### src/rtl/alu_cc_pipe.sv
// alu_cc_pipe: one-stage ALU with a valid/ready handshake on each side.
// Ports: clk, rst, in_valid/in_ready with in1, in2, fun and set_cc in;
// out_valid/out_ready with result, overflow, carry and cc out.
module alu_cc_pipe #(
  parameter int WIDTH = 64
) (
  input  logic             clk,
  input  logic             rst,
  input  logic             in_valid,
  output logic             in_ready,
  input  logic [WIDTH-1:0] in1,
  input  logic [WIDTH-1:0] in2,
  input  logic [1:0]       fun,
  input  logic             set_cc,
  output logic             out_valid,
  input  logic             out_ready,
  output logic [WIDTH-1:0] result,
  output logic             overflow,
  output logic             carry,
  output logic [2:0]       cc
);

  localparam int MSB = WIDTH - 1;
  localparam logic [WIDTH:0] ONE =
    {{WIDTH{1'b0}}, 1'b1};

  logic             out_valid_q, out_valid_d;
  logic [WIDTH-1:0] result_q, result_d;
  logic             ovf_q, ovf_d;
  logic             carry_q, carry_d;
  logic [2:0]       cc_q, cc_d;

  logic [WIDTH:0]   add_w;
  logic [WIDTH:0]   sub_w;
  logic [WIDTH-1:0] alu_res;
  logic             alu_ovf;
  logic             alu_cry;
  logic             accept;

  assign add_w = {1'b0, in1} + {1'b0, in2};
  assign sub_w = {1'b0, in1} + {1'b0, ~in2} + ONE;

  always_comb begin
    alu_res = '0;
    alu_ovf = 1'b0;
    alu_cry = 1'b0;
    unique case (fun)
      2'b00: begin
        alu_res = add_w[MSB:0];
        alu_ovf = (in1[MSB] == in2[MSB]) &&
                  (alu_res[MSB] != in1[MSB]);
        alu_cry = add_w[WIDTH];
      end
      2'b01: begin
        alu_res = sub_w[MSB:0];
        alu_ovf = (in1[MSB] != in2[MSB]) &&
                  (alu_res[MSB] != in1[MSB]);
        // carry out of in1 + ~in2 + 1 means no borrow
        alu_cry = ~sub_w[WIDTH];
      end
      2'b10: alu_res = in1 & in2;
      2'b11: alu_res = in1 ^ in2;
    endcase
  end

  assign in_ready = !out_valid_q || out_ready;
  assign accept   = in_valid && in_ready;

  always_comb begin
    out_valid_d = out_valid_q;
    result_d    = result_q;
    ovf_d       = ovf_q;
    carry_d     = carry_q;
    cc_d        = cc_q;
    if (accept) begin
      out_valid_d = 1'b1;
      result_d    = alu_res;
      ovf_d       = alu_ovf;
      carry_d     = alu_cry;
      if (set_cc) begin
        cc_d = {alu_res == '0, alu_res[MSB], alu_ovf};
      end
    end else if (out_ready) begin
      out_valid_d = 1'b0;
    end
  end

  always_ff @(posedge clk) begin
    if (rst) begin
      out_valid_q <= 1'b0;
      result_q    <= '0;
      ovf_q       <= 1'b0;
      carry_q     <= 1'b0;
      cc_q        <= 3'b000;
    end else begin
      out_valid_q <= out_valid_d;
      result_q    <= result_d;
      ovf_q       <= ovf_d;
      carry_q     <= carry_d;
      cc_q        <= cc_d;
    end
  end

  assign out_valid = out_valid_q;
  assign result    = result_q;
  assign overflow  = ovf_q;
  assign carry     = carry_q;
  assign cc        = cc_q;

endmodule

### config.mk
export PLATFORM = sky130hd
export DESIGN_NAME = alu_cc_pipe
export DESIGN_NICKNAME = d
export VERILOG_FILES = /design/src/rtl/alu_cc_pipe.sv
export SDC_FILE = /design/constraint.sdc
export NUM_CORES = 1
export LEC_CHECK = 0
export ABC_CLOCK_PERIOD_IN_PS = 5550
export BUFFER_PORTS_ARGS = -buffer_cell sky130_fd_sc_hd__buf_4
export CELL_PAD_IN_SITES_DETAIL_PLACEMENT = 0
export CELL_PAD_IN_SITES_GLOBAL_PLACEMENT = 1
export CORE_AREA = 2 2 177 179
export CTS_BUF_LIST = sky130_fd_sc_hd__clkbuf_16
export DETAILED_ROUTE_END_ITERATION = 8
export DIE_AREA = 0 0 179 181
export PLACE_DENSITY = 0.84
export SYNTH_ARGS = -nofsm -noshare
export SYNTH_HDL_FRONTEND = slang
export SYNTH_SLANG_ARGS = --single-unit
### constraint.sdc
create_clock -name clk -period 5.55 [get_ports clk]
set_clock_uncertainty 0.1 [all_clocks]
set_input_delay 0.2775 -clock clk [delete_from_list [all_inputs] [get_ports clk]]
set_output_delay 0.2775 -clock clk [all_outputs]
set_load 0.05 [all_outputs]
==> metrics.md <==
| Metric | Value |
|---|---|
| Max Freq | 0.1972 GHz |
| Storage cell area | 1401 sq um |
| MaxCap Viol Count | 0 |
| Total CTS buffers | 9 |
| Initial DRT Pass Iterations | 7 |
| Number of antenna violations at the first check in global routing | 1 |
| Hold path depth | 2 |
| WHS | just under 100 ps |
| Clock latency on the worst-skew pair | between 300 and 400 ps |
| Worst r2r dst | cc[2] |
| Worst IR Drop VDD | 157.9 uV |
| First-pass GRT wire length | just under 90 mm |
| P&R area growth vs syn | 17.23% |
| R2R Path Start | out_valid |
| Unrepaired setup endpoints after global routing | false |
| Top post-synthesis cells by area | ha_1 (13%), dfxtp_1 (11%), a21oi_1 (9.0%) |
| Top cell type's share of synthesized area | 0.1270 |
| CP Data Required Time | 5730 ps |
| Die Footprint | roughly 32000 sq um |
| Slew margin rel. | 0.2941 |
| Most common flop cell mapped by yosys | dfxtp_1 |
| Final setup viols | 0 |
| Run status | finished, final reports clean |
| Period utilisation layout | 0.9137 |
| Crit path launch | in1[14] |
| Critical Path End Type | register |
| Avg Inst Size Synth | roughly 6.6 sq um |
| Largest net degree at the start of global routing | 82 |
| Crit path arrival time | 5250 ps |
| Core Region | 30350 sq um |
| WL per Instance | 22.88 microns |
| Sw Pwr | about 1.4 mW |
| Area leader, netlist | ha_1 |
| Syn nets | 2204 |
| Post-synthesis cell type count | 95 |
| Worst Tran Pin Value | 1048 ps |
| Depth of the most critical reg-to-reg path | 14 |
| TritonCTS clock tree | done |
| Total gr overflow | 0 |
| Flop-to-flop setup slack | between 2000 and 3000 ps |
| Critical path type | input port to register |
| Mapped Cells | 1938 |
| Area occupied by multi-input gates | 10260 sq um |
| Switching share of total power | 0.4825 |
| Element type at the critical path start | input port |
| I/O Buffers | 205 |
| PostCTS Resize Cnt | 0 |
| HPWL Detailed | 44.76 mm |
| Most common cell in the netlist | a21oi_1 |
| IO Pins | 206 |
| Vias per cell | 6.414 |
| H-tree Lvls | 3 |
| Sequential area share after synthesis | 0.1103 |
| CTS Hold Bufs | 0 |
| DR iter-0 viols | 1840 |
| CTS Buffer Depth | 2 |
| GRT Total Usage | 0.3409 |
| Final Max Slew Viols | 0 |
| Register bit total from synthesis | 70 |
| Effective utilization at floorplan | 0.4187 |
| Final Hold Fails | 0 |
| Number of post-CTS setup repair buffers | 0 |
| GPL Wtd Cong | 1.011 |
| Synthesized cell area | 12710 sq um |
| Number of global-route vias before repair | approximately 15000 |
| Clk pwr share | 0.206 |
| Cell Int Power | between 1.5 and 2 mW |
| Die Height | 181 microns |
| Logic gate share of total power | 0.597 |
| Hold Startpoint | set_cc |
| Post-synth top cells | a21oi_1 (228), nor2_1 (209), nand2_1 (193) |
| Clock Pin Slew Worst Setup and Hold Paths | 60 ps |
| DRC violations left | 0 |
| Final WL | around 57 mm |
| Reg power frac | 0.198 |
| Layout cell share with drive strength beyond 1 | 0.1513 |
| Cell Pwr Density | 198.4 nW/um^2 |
| Worst hold path class | input port to register |
| Total number of vias | 15860 |
| Min cycle time layout | approximately 5100 ps |
| Yosys warns | 0 |
| Worst Hold Path EP | cc[0] |
| Die X | approximately 180 microns |
| Sink Count | 70 |
| Fillers | 3214 |
| Static leakage | 6.422 nW |
| Final nets | ~2300 |
| Routed Antenna Nets | 0 |
| Ys async rst share | 0 |
| Num rows | 64 |
| Crit-path max FO | 13 |
| Count of flip-flops with a built-in enable after synthesis | 0 |
| CTS Root Buffer Type | clkbuf_16 |
| Final TNS setup | 0 ps |
cell families (layout without fill, tap and decap cells):
group	Yosys count	count (layout)	synth area share
simple gates	702	702	0.2599
other cells	0	1	0
fa+ha+maj	131	131	0.1302
compound gates	703	703	0.3709
buf+inv	271	409	0.08280
mux	28	28	0.02323
xor+xnor	33	33	0.02274
flops	70	70	0.1103
cells in the final DEF (no fill, tap or decap), types with 13 or more instances in the layout:
| cell | count |
|---|---|
| a211oi_1 | 50 |
| a21o_1 | 25 |
| a21oi_1 | 228 |
| a221oi_1 | 13 |
| a31oi_1 | 26 |
| and3_1 | 14 |
| buf_4 | 252 |
| dfxtp_1 | 70 |
| ha_1 | 129 |
| inv_1 | 137 |
| mux2i_1 | 19 |
| nand2_1 | 192 |
| nand2b_1 | 15 |
| nand3_1 | 48 |
| nand4_1 | 37 |
| nor2_1 | 207 |
| nor2b_1 | 28 |
| nor3_1 | 66 |
| nor4_1 | 38 |
| o211ai_1 | 37 |
| o21ai_0 | 105 |
| o21bai_1 | 22 |
| o31ai_1 | 32 |
| xnor2_1 | 31 |
final cells by class:
type | instances | area share
antenna | 1 | 0.0001680
clock buffer | 9 | 0.01512
clock inverter | 7 | 0.005963
inverter | 141 | 0.03553
multi-input combinational | 1597 | 0.6889
sequential | 70 | 0.09406
tap | 396 | 0.03326
timing repair buffer | 252 | 0.1270
per-stage QoR:
stage | cells | cell area [sq um] | power (mW) | util | setup WS, ps
CTS | 2472 | 14900 | 2.919 | 0.4908 | 631.0
detailed placement | 2456 | 14580 | 2.305 | 0.4805 | 305.3
global placement | 2456 | 14580 | 2.301 | 0.4805 | 253.8
floorplan | 1938 | 12710 | 1.719 | - | 1421
finish | 2473 | 14900 | 2.956 | 0.4909 | 479.2
global route | 2472 | 14900 | 3.119 | 0.4908 | 338.7
metal layers:
metal	GRT usage	share of wire	vias up	wire [microns]
met1	0.4358	0.40	7380	22720
met2	0.5514	0.45	858	25670
li1	-	-	7419	-
met3	0.04714	0.080	205	4538
met5	0	0	-	0
met4	0.1805	0.065	0	3653
critical path: stages:
cell and delay, ps:
buf_4 110, ha_1 500, nor4_1 370, buf_4 220, nand3_1 150, a211oi_1 530
a211oi_2 130, o211ai_1 460, nand4_1 210, a21boi_1 410, a41oi_1 270, xnor2_1 180
a21oi_1 360, nand2_1 80, or4_1 410, nor4_1 370, a22o_1 180
worst max-delay path by stage:
| stage | endpoint | slack, ps |
|---|---|---|
| floorplan | cc[2] | 1420 |
| global placement | cc[2] | 250 |
| finish | cc[2] | 480 |
| global route | cc[2] | 340 |
| detailed placement | cc[2] | 310 |
| CTS | cc[2] | 630 |
power groups by stage:
| stage | clock, mW | combinational (mW) | sequential (mW) |
|---|---|---|---|
| after floorplan | 0 | 0.989 | 0.730 |
| after global placement | 0 | 1.71 | 0.592 |
| after detailed placement | 0 | 1.71 | 0.593 |
| after CTS | 0.616 | 1.72 | 0.582 |
| after global routing | 0.638 | 1.89 | 0.588 |
| final | 0.609 | 1.76 | 0.584 |
registers in the layout, indices dropped and copies added (netlist names):
register and flops:
carry 1, cc 3, out_valid 1, overflow 1, result 64
No activity file was read; power rests on OpenSTA's default activity.
